### config.mk
export PLATFORM = sky130hd
export DESIGN_NAME = ps2_cmd_scheduler
export DESIGN_NICKNAME = d
export VERILOG_FILES = /design/src/rtl/ps2_cmd_scheduler.sv
export SDC_FILE = /design/constraint.sdc
export NUM_CORES = 1
export LEC_CHECK = 0
export CAP_MARGIN = 15
export CELL_PAD_IN_SITES_DETAIL_PLACEMENT = 1
export CELL_PAD_IN_SITES_GLOBAL_PLACEMENT = 2
export CORE_MARGIN = 3
export CORE_UTILIZATION = 36
export CTS_CLUSTER_DIAMETER = 100
export DETAILED_ROUTE_END_ITERATION = 10
export PLACE_DENSITY = 0.83
export RECOVER_POWER = 100
export REMOVE_ABC_BUFFERS = 1
export SETUP_SLACK_MARGIN = 0.5
export SKIP_LAST_GASP = 1
export SYNTH_ARGS = -nofsm -noshare
export SYNTH_HDL_FRONTEND = slang
export SYNTH_SLANG_ARGS = --single-unit
### constraint.sdc
create_clock -name clk -period 4.3 [get_ports clk]
set_input_delay 0.645 -clock clk [delete_from_list [all_inputs] [get_ports clk]]
set_output_delay 0.645 -clock clk [all_outputs]
set_load 0.01 [all_outputs]
### src/rtl/ps2_cmd_scheduler.sv
// PS/2 command scheduler: arbitrates two requesters onto one tx/rx link, one command in flight,
// with ACK/resend/error handling, multi-byte replies, timeouts, bounded retries and stream pass-through.
// Define PS2_RR_ARB_EN for round-robin arbitration; otherwise port 0 has fixed priority.
module ps2_cmd_scheduler #(
    parameter int unsigned RESP_TIMEOUT_CYC = 540000,
    parameter int unsigned MAX_RETRY        = 3,
    parameter int unsigned GAP_CYC          = 2700
) (
    input  logic        clk,
    input  logic        rst_n,
    input  logic        req0_valid,
    input  logic [7:0]  req0_cmd,
    input  logic [1:0]  req0_nresp,
    output logic        req0_ready,
    input  logic        req1_valid,
    input  logic [7:0]  req1_cmd,
    input  logic [1:0]  req1_nresp,
    output logic        req1_ready,
    output logic [7:0]  tx_data,
    output logic        tx_start,
    input  logic        tx_busy,
    input  logic        tx_error,
    input  logic [7:0]  rx_data,
    input  logic        rx_ready,
    output logic        rsp_valid,
    output logic        rsp_id,
    output logic [2:0]  rsp_status,
    output logic [23:0] rsp_data,
    output logic        stream_valid,
    output logic [7:0]  stream_byte,
    output logic        busy
);
    localparam int TW = $clog2(RESP_TIMEOUT_CYC + 2);
    localparam int GW = $clog2(GAP_CYC + 2);
    localparam int RW = $clog2(MAX_RETRY + 2);
    localparam logic [TW-1:0] TIMEOUT_LD = TW'(RESP_TIMEOUT_CYC);

    typedef enum logic [2:0] {IDLE, SEND, WAIT_TX, WAIT_ACK, WAIT_DATA, DONE, GAP} state_t;

    state_t         state, state_nxt;
    logic [7:0]     cmd_q, cmd_d;
    logic [1:0]     nresp_q, nresp_d, idx_q, idx_d;
    logic           id_q, id_d, seen_busy_q, seen_busy_d;
    logic [RW-1:0]  retry_q, retry_d;
    logic [TW-1:0]  timer_q, timer_d;
    logic [GW-1:0]  gap_q, gap_d;
    logic [23:0]    data_q, data_d;
    logic [2:0]     status_q, status_d;
    logic           accept, grant1, rx_taken, retry_req;

`ifdef PS2_RR_ARB_EN
    logic last_q;
    // last-granted port drops to lowest priority
    always_ff @(posedge clk or negedge rst_n) begin
        if (!rst_n)      last_q <= 1'b1;
        else if (accept) last_q <= grant1;
    end
    assign grant1 = req1_valid && (!req0_valid || !last_q);
`else
    assign grant1 = req1_valid && !req0_valid;
`endif

    assign tx_start = (state == SEND);
    assign tx_data  = cmd_q;
    assign busy     = (state != IDLE);

    always_comb begin
        state_nxt   = state;
        cmd_d       = cmd_q;
        nresp_d     = nresp_q;
        idx_d       = idx_q;
        id_d        = id_q;
        seen_busy_d = seen_busy_q;
        retry_d     = retry_q;
        timer_d     = timer_q;
        gap_d       = gap_q;
        data_d      = data_q;
        status_d    = status_q;
        accept      = 1'b0;
        rx_taken    = 1'b0;
        retry_req   = 1'b0;
        case (state)
            IDLE: if (req0_valid || req1_valid) begin
                accept    = 1'b1;
                id_d      = grant1;
                cmd_d     = grant1 ? req1_cmd : req0_cmd;
                nresp_d   = grant1 ? req1_nresp : req0_nresp;
                retry_d   = '0;
                data_d    = '0;
                state_nxt = SEND;
            end
            SEND: begin
                timer_d     = TIMEOUT_LD;
                seen_busy_d = 1'b0;
                state_nxt   = WAIT_TX;
            end
            WAIT_TX: begin
                if (tx_busy) seen_busy_d = 1'b1;
                else if (seen_busy_q) begin
                    if (tx_error) retry_req = 1'b1;
                    else          state_nxt = WAIT_ACK;
                end
            end
            WAIT_ACK: if (rx_ready) begin
                rx_taken = 1'b1;
                case (rx_data)
                    8'hFA: begin
                        if (nresp_q == 2'd0) begin
                            status_d  = 3'd0;
                            state_nxt = DONE;
                        end else begin
                            timer_d   = TIMEOUT_LD;
                            idx_d     = 2'd0;
                            state_nxt = WAIT_DATA;
                        end
                    end
                    8'hFE: retry_req = 1'b1;
                    8'hFC: begin
                        status_d  = 3'd1;
                        state_nxt = DONE;
                    end
                    default: rx_taken = 1'b0;
                endcase
            end
            WAIT_DATA: if (rx_ready) begin
                rx_taken = 1'b1;
                data_d   = data_q | ({16'd0, rx_data} << {idx_q, 3'b000});
                timer_d  = TIMEOUT_LD;
                if (idx_q == nresp_q - 2'd1) begin
                    status_d  = 3'd0;
                    state_nxt = DONE;
                end else begin
                    idx_d = idx_q + 2'd1;
                end
            end
            DONE: begin
                gap_d     = GW'(GAP_CYC);
                state_nxt = GAP;
            end
            GAP: begin
                if (gap_q <= GW'(1)) state_nxt = IDLE;
                else                 gap_d = gap_q - GW'(1);
            end
            default: state_nxt = IDLE;
        endcase

        if (retry_req) begin
            if (retry_q < RW'(MAX_RETRY)) begin
                retry_d   = retry_q + RW'(1);
                state_nxt = SEND;
            end else begin
                status_d  = 3'd3;
                state_nxt = DONE;
            end
        end

        // a consumed reply byte in the expiry cycle wins over the timeout
        if ((state == WAIT_TX || state == WAIT_ACK || state == WAIT_DATA) && !rx_taken && !retry_req) begin
            if (timer_q <= TW'(1)) begin
                status_d  = 3'd2;
                state_nxt = DONE;
            end else begin
                timer_d = timer_q - TW'(1);
            end
        end
    end

    always_ff @(posedge clk or negedge rst_n) begin
        if (!rst_n) begin
            state        <= IDLE;
            cmd_q        <= '0;
            nresp_q      <= '0;
            idx_q        <= '0;
            id_q         <= 1'b0;
            seen_busy_q  <= 1'b0;
            retry_q      <= '0;
            timer_q      <= '0;
            gap_q        <= '0;
            data_q       <= '0;
            status_q     <= '0;
            req0_ready   <= 1'b0;
            req1_ready   <= 1'b0;
            rsp_valid    <= 1'b0;
            rsp_id       <= 1'b0;
            rsp_status   <= '0;
            rsp_data     <= '0;
            stream_valid <= 1'b0;
            stream_byte  <= '0;
        end else begin
            state        <= state_nxt;
            cmd_q        <= cmd_d;
            nresp_q      <= nresp_d;
            idx_q        <= idx_d;
            id_q         <= id_d;
            seen_busy_q  <= seen_busy_d;
            retry_q      <= retry_d;
            timer_q      <= timer_d;
            gap_q        <= gap_d;
            data_q       <= data_d;
            status_q     <= status_d;
            req0_ready   <= accept && !grant1;
            req1_ready   <= accept && grant1;
            rsp_valid    <= (state == DONE);
            if (state == DONE) begin
                rsp_id     <= id_q;
                rsp_status <= status_q;
                rsp_data   <= data_q;
            end
            stream_valid <= rx_ready && !rx_taken;
            if (rx_ready && !rx_taken) stream_byte <= rx_data;
        end
    end
endmodule

==> results of run 1 <==
## layout by cell type (no fill, tap or decap), types with 5 or more instances in the layout
cell	count
ha_1	6
nand3_1	14
xor2_1	9
a22oi_1	11
o21ai_0	37
clkbuf_1	5
clkbuf_8	7
inv_1	22
dlygate4sd3_1	53
mux2_2	8
clkdlybuf4s50_1	30
nor3_1	12
xnor2_1	6
nor2_1	54
nand4_1	9
a31oi_1	12
dfrtp_1	119
nand2b_1	6
nand2_1	111
nor2b_1	10
or3_1	12
clkbuf_16	17
a21oi_1	38
nor3b_1	5
## worst paths after layout
check,from,endpoint,slack (ps),cells past startpoint
max in group asynchronous,rst_n,rsp_data[14],1400,2
worst max-delay path,state[0],busy,810,4
worst max register to register,state[0],state[0],1160,7
worst min-delay path,rsp_data[20],rsp_data[20],460,2
min in group asynchronous,rst_n,rsp_data[10],670,1
worst min register to register,rsp_data[20],rsp_data[20],460,2
## routing by layer
metal,vias up,global-route usage,routed length [microns]
met2,82,0.314,7530
met1,2375,0.251,7000
li1,2199,-,-
met3,15,0.0418,508
met4,0,0.0721,199
met5,-,0,0
## logic make-up after synthesis
logic type,count (synthesis),synth area share
and+or+nand+nor,258,0.220
DFF,119,0.535
xor gates and xnor gates,15,0.0236
buffers and inverters,52,0.0405
AOI/OAI and AO/OA,128,0.144
muxes,11,0.0225
adders and majority gates,6,0.0135
## registers in the layout, indices dropped and copies added, names as in the netlist
register and count:
data_q 24, rsp_data 24, timer_q 20, gap_q 12, stream_byte 8, tx_data 8
retry_q 3, rsp_status 3, state 3, status_q 3, idx_q 2, nresp_q 2
id_q 1, req0_ready 1, req1_ready 1, rsp_id 1, rsp_valid 1, seen_busy_q 1
stream_valid 1
## worst reg2reg max path, delay by kind of cell (launching register included)
kind / cells / cell delay, ps
AO/OA/AOI/OAI: 1 / 200
buffers and inverters: 3 / 1830
AND/OR/NAND/NOR: 3 / 510
flip-flops: 1 / 550
## cell type report
type | instances | area [sq um]
Fill cell | 1680 | 7740
Sequential cell | 119 | 2980
Multi-Input combinational cell | 418 | 2330
Timing Repair Buffer | 93 | 885
Clock buffer | 24 | 522
Tap cell | 184 | 230
Inverter | 22 | 82.6
Clock inverter | 6 | 41.3
## metrics by stage
step           cells  area, sq um
5_1_grt          866         7070
2_1_floorplan    559         5420
3_5_place_dp     836         6560
6_report         866         7070
4_1_cts          866         7120
3_3_place_gp     836         6560
## power by group through the flow
stage / Sequential [mW] / Combinational, mW / Clock [mW]
floorplan: 1.16 / 0.0154 / 0
global placement: 1.15 / 0.110 / 0
detailed placement: 1.15 / 0.113 / 0
CTS: 1.13 / 0.113 / 1.36
global route: 1.13 / 0.117 / 1.42
finish: 1.13 / 0.105 / 1.33
==> summary.md, run 1 <==
| Metric | Value |
|---|---|
| Post-Synthesis Cells | 589 |
| Clock Tree Buf Depth | 2 |
| Final worst path period share | 0.812 |
| Total CTS buffers | 17 |
| Final wirelength | 15.2 mm |
| Vias in the first global route | 5041 |
| Post-CTS setup buffer count | 0 |
| Leak | 3.33 nW |
| Initial antenna violation count | 0 |
| ANT cells | 0 |
| Slowest CP cell | dlygate4sd3_1 |
| Iteration-0 DRC Markers | 197 |
| CP bufs+invs | 3 |
| Total track usage | 0.192 |
| Post-synth EDFFs | 0 |
| Seq/Total Area, Yosys | 0.535 |
| Syn_area_per_cell | 9.44 sq um |
| Worst hold path class | reg -> reg |
| Area Growth Syn to Fin | 27.1% |
| Net Sw Power | 0.552 mW |
| Pre-Repair DR Iteration Count | 4 |
| Crit-path max cell delay | 730 ps |
| Top-count cell post-synth | dfrtp_1 |
| Unrepaired setup endpoints after global routing | false |
| Ys async rst share | 1.00 |
| Status | finished, violations left |
| Failing checks | max-capacitance violations, max-slew violations |
| Die W | 130 microns |
| Clock Root Buffer | clkbuf_16 |
| CTS Hold Bufs | 0 |
| Worst-case clock skew | 8.19 ps |
| Max Freq | 286 MHz |
| Power Density | 363 nW/um^2 |
| Crit path kind | reg -> out |
| Max cap viols | 2 |
| Setup violations, final | 0 |
| Std cell rows | 44 |
| Via density | 5.39 |
| # IOs | 85 |
| Final HPWL DP | 10.4 mm |
| Resized cells post-CTS | 0 |
| Ys Warns | 0 |
| Fin worst setup slack | 807 ps |
| Clock sink count | 119 |
| Combinational power share | 0.041 |
| I/O Buffers | 84 |
| Crit path max fanout | 16 |
| Post-Syn Area | 5560 sq um |
| Layout cell share with drive strength beyond 1 | 0.0762 |
| Total power | 2.56 mW |
| Chip height | 130 microns |
| Max transition margin | -0.147 |
| Startpoint types | register |
| Wire per inst | 17.6 microns |
| Post-layout util | 0.478 |
| CP top delay family | buffers and inverters |
| Final Hold Fails | 0 |
| Gr ovfl total | 0 |
| Drc violations | 0 |
| Placer Congestion | 0.776 |
| Die area | 17000 sq um |
| Crit. End Element | primary output |
| CP arrival | 2850 ps |
| Synth area leader | dfrtp_1 |
| Worst Max-Slew Pin Slew | 1720 ps |
| Cell Int Power | 2.01 mW |
| CTS tree | done |
| Fin Hold WS | 462 ps |
| Cells along the critical path | nor3_1 > clkbuf_1 > inv_1 > dlygate4sd3_1 |
| Ranking of synthesized cells by area | dfrtp_1, nand2_1, nor2_1, a21oi_1, o21ai_0 |
| Placeable core region | 14800 sq um |
| Initial Util | 0.376 |
| Worst skew pair latency | 410 ps |
| Flop pwr share | 0.442 |
| Final ANT Viol Nets | 0 |
| Number of synthesized register bits | 119 |
| Main synth FF type | dfrtp_1 |
| Largest net degree at the start of global routing | 66 |
| Final nets | 712 |
| Via count | 4671 |
| TNS Setup | 0 ps |
| Worst slack, placed | 853 ps |
| Number of max-slew violations in the final report | 96 |
| Clock power share | 0.517 |
| VDD IR max | 0.294 mV |
| Data required, critical path | 3650 ps |
| Period minus WS final | 3490 ps |
| Top cells by count, synth | dfrtp_1, nand2_1, nor2_1 |
| H-tree depth | 4 |
| First-pass GRT wire length | 25.7 mm |
| Count of cell types in the netlist | 60 |
| Synth top area share | 0.535 |
| Switching power as a share of total power | 0.215 |
| Clock slew at reported path FFs | 50 ps |
No activity file was read; power rests on OpenSTA's default activity.
==> run 2, diff against run 1 <==
--- a/config.mk
+++ b/config.mk
@@ -9,10 +9,10 @@
 export CELL_PAD_IN_SITES_DETAIL_PLACEMENT = 1
 export CELL_PAD_IN_SITES_GLOBAL_PLACEMENT = 2
 export CORE_MARGIN = 3
-export CORE_UTILIZATION = 36
+export CORE_UTILIZATION = 30
 export CTS_CLUSTER_DIAMETER = 100
 export DETAILED_ROUTE_END_ITERATION = 10
-export PLACE_DENSITY = 0.83
+export PLACE_DENSITY = 0.73
 export RECOVER_POWER = 100
 export REMOVE_ABC_BUFFERS = 1
 export SETUP_SLACK_MARGIN = 0.5
==> constraint.sdc (replaced) <==
create_clock -name clk -period 2.95 [get_ports clk]
set_input_delay 0.4425 -clock clk [delete_from_list [all_inputs] [get_ports clk]]
set_output_delay 0.4425 -clock clk [all_outputs]
set_load 0.01 [all_outputs]
==> run 2 against run 1 <==
Effect of this change:
- the flow finishes with violations (max-capacitance violations)
- hold slack better by 9.2 ps
- core utilization fell by 5.6 points
- wire length rose by 9.9%
- sequential share of layout area down 3.0 points
- power grew 50%
- setup slack worse by 530 ps
- flip-flop and latch count is the same
- critical path type is now reg -> reg
- largest power group unchanged
==> summary.md, run 2 (synthesis gave the netlist of run 1 again) <==
| Metric | Value |
|---|---|
| Placed inst area | 6780 sq um (was 6560 sq um) |
| Commonest non-fill, non-tap cell in the layout | dfrtp_1 (unchanged) |
| WHS Path Cells | 2 (unchanged) |
| Unrepaired setup endpoints after global routing | true (was false) |
| CP bufs+invs | 1 (was 3) |
| Die area | 20200 sq um (was 17000 sq um) |
| Slowest CP cell | or4_4 (was dlygate4sd3_1) |
| Most frequent cells in the layout | dfrtp_1, nand2_1, nor2_1, dlygate4sd3_1, a21oi_1 (was dfrtp_1, nand2_1, nor2_1) |
| I/O Buffers | 84 (unchanged) |
| Final HPWL DP | 11.3 mm (was 10.4 mm) |
| First-pass GRT wire length | 27.0 mm (was 25.7 mm) |
| Crit. End Element | register (was primary output) |
| Final nets | 746 (was 712) |
| Clock Tree Buf Depth | 2 (unchanged) |
| Layout cell share with drive strength beyond 1 | 0.163 (was 0.0762) |
| Worst Max-Slew Pin Slew | 1490 ps (was 1720 ps) |
| Final Hold Fails | 0 (unchanged) |
| Iteration-0 DRC Markers | 206 (was 197) |
| Total power | 3.86 mW (was 2.56 mW) |
| Worst skew pair latency | 420 ps (was 410 ps) |
| Total track usage | 0.167 (was 0.192) |
| Period minus WS final | 2670 ps |
| Worst flop-to-flop path startpoint | timer_q[7] (was state[0]) |
| CTS tree | done (unchanged) |
| Clock Root Buffer | clkbuf_16 (unchanged) |
| VDD IR max | 0.384 mV (was 0.294 mV) |
| Std cell rows | 49 (was 44) |
| Crit path max fanout | 10 (was 16) |
| Via density | 5.11 (was 5.39) |
| Post-layout util | 0.421 (was 0.478) |
| H-tree depth | 4 (unchanged) |
| Worst R2R End | timer_q[7] (was state[0]) |
| Vias in the first global route | 5198 (was 5041) |
| Max cap viols | 1 (was 2) |
| Data required, critical path | 3240 ps (was 3650 ps) |
| Max transition margin | 0.00456 (was -0.147) |
| R2R Setup Slk | 280 ps (was 1160 ps) |
| Die W | 142 microns (was 130 microns) |
| Final wirelength | 16.7 mm (was 15.2 mm) |
| Final worst path period share | 0.907 |
| Crit-path max cell delay | 560 ps (was 730 ps) |
| Worst Hold End | rsp_data[10] (was rsp_data[20]) |
| FF-to-FF path depth | 7 (unchanged) |
| Crit path kind | reg -> reg (was reg -> out) |
| Clock slew at reported path FFs | 60 ps (was 50 ps) |
| CP top delay family | simple AND/OR/NAND/NOR gates (was buffers and inverters) |
| Max Freq | 374 MHz |
| Placeable core region | 18100 sq um (was 14800 sq um) |
| Startpoint types | register (unchanged) |
| Initial antenna violation count | 0 (unchanged) |
| Status | finished, violations left (unchanged) |
| Largest net degree at the start of global routing | 63 (was 66) |
| Chip height | 142 microns (was 130 microns) |
| Cell mode on critical path | or3_4 |
| Number of max-slew violations in the final report | 0 (was 96) |
| Gr ovfl total | 0 (unchanged) |
| ANT cells | 0 (unchanged) |
| Worst-case clock skew | 10.5 ps (was 8.19 ps) |
| Placer Congestion | 0.782 (was 0.776) |
| Area Growth Syn to Fin | 37.0% (was 27.1%) |
| Final instance area | 7620 sq um (was 7070 sq um) |
| Setup violations, final | 0 (unchanged) |
| CP arrival | 2970 ps (was 2850 ps) |
| Final ANT Viol Nets | 0 (unchanged) |
| Total CTS buffers | 17 (unchanged) |
| Worst hold path class | reg -> reg (unchanged) |
| Via count | 4841 (was 4671) |
| Initial Util | 0.308 (was 0.376) |
| TNS Setup | 0 ps (unchanged) |
| Hold path startpoint | rsp_data[10] (was rsp_data[20]) |
| Failing checks | max-capacitance violations (was max-capacitance violations, max-slew violations) |
| Pre-Repair DR Iteration Count | 4 (unchanged) |
| Wire per inst | 17.7 microns (was 17.6 microns) |
| Drc violations | 0 (unchanged) |
| Power Density | 506 nW/um^2 (was 363 nW/um^2) |
| # IOs | 85 (unchanged) |
| Top flop regs | data_q (24), rsp_data (24), timer_q (20) (unchanged) |
| Cells along the critical path | or4_4 > or3_4 > or3_4 > nand3_1 > buf_8 > or3_1 > o21ai_0 (was nor3_1 > clkbuf_1 > inv_1 > dlygate4sd3_1) |
| Leak | 3.60 nW (was 3.33 nW) |
| Clock sink count | 119 (unchanged) |
run 2: cell types whose count changed in the layout (fill, tap and decap cells not counted), sizes merged, moves of 2 or more:
cell,previous run,this run
clkbuf,30,27
inv,22,29
clkdlybuf4s50,30,32
buf,4,34
run 2: worst max-delay path by stage:
stage / end / startpoint / slack (ps) / cells past startpoint
6_report: timer_q[7] / timer_q[7] / 280 / 7
5_1_grt: timer_q[7] / rx_data[5] / 190 / 8
4_1_cts: busy / state[2] / 470 / 3
3_5_place_dp: timer_q[17] / rx_data[5] / 180 / 8
3_3_place_gp: timer_q[18] / rx_data[3] / 220 / 8
2_1_floorplan: state[0] / state[0] / 140 / 5
run 2: layout make-up:
cell class / count / area, sq um
fillers: 2028 / 10500
flip-flops and latches: 119 / 2980
multi-input cells: 418 / 2490
repair buffers: 127 / 1210
clock buffers: 18 / 439
well taps: 229 / 287
clock inverters: 14 / 138
inverters: 22 / 82.6
run 2: timing repair:
item | 4_1_cts | 5_1_grt
endpoints found under the setup margin | 25 | 21
resized for setup | 14 | 37
hold buffers | 1 | 0
pin swaps | 0 | 7
gates cloned | 0 | 2
setup buffers | 3 | 8
hold endpoints to repair | 32 | 0
run 2: power by group:
part	total [mW]	internal [mW]	switching [mW]
Sequential	1.65	1.64	0.00563
Clock	2.04	1.20	0.841
Combinational	0.168	0.0792	0.0888
run 2: per-layer routing:
metal  part of all wire  GRT usage
met5                  0          0
met4              0.010     0.0470
met3              0.035     0.0447
met2               0.50      0.273
met1               0.46      0.220
run 2: stage by stage:
| step | hold slack, ps | setup WS, ps | cells |
|---|---|---|---|
| floorplan | 147 | 138 | 559 |
| global placement | 422 | 216 | 901 |
| detailed placement | 431 | 180 | 901 |
| CTS | 480 | 468 | 937 |
| global route | 495 | 194 | 947 |
| finish | 471 | 276 | 947 |
run 2: worst register-to-register path, stage by stage (launching register included):
cell and delay (ps):
dfrtp_1 400, or4_4 560, or3_4 420, or3_4 410, nand3_1 340, buf_8 200, or3_1 120, o21ai_0 90
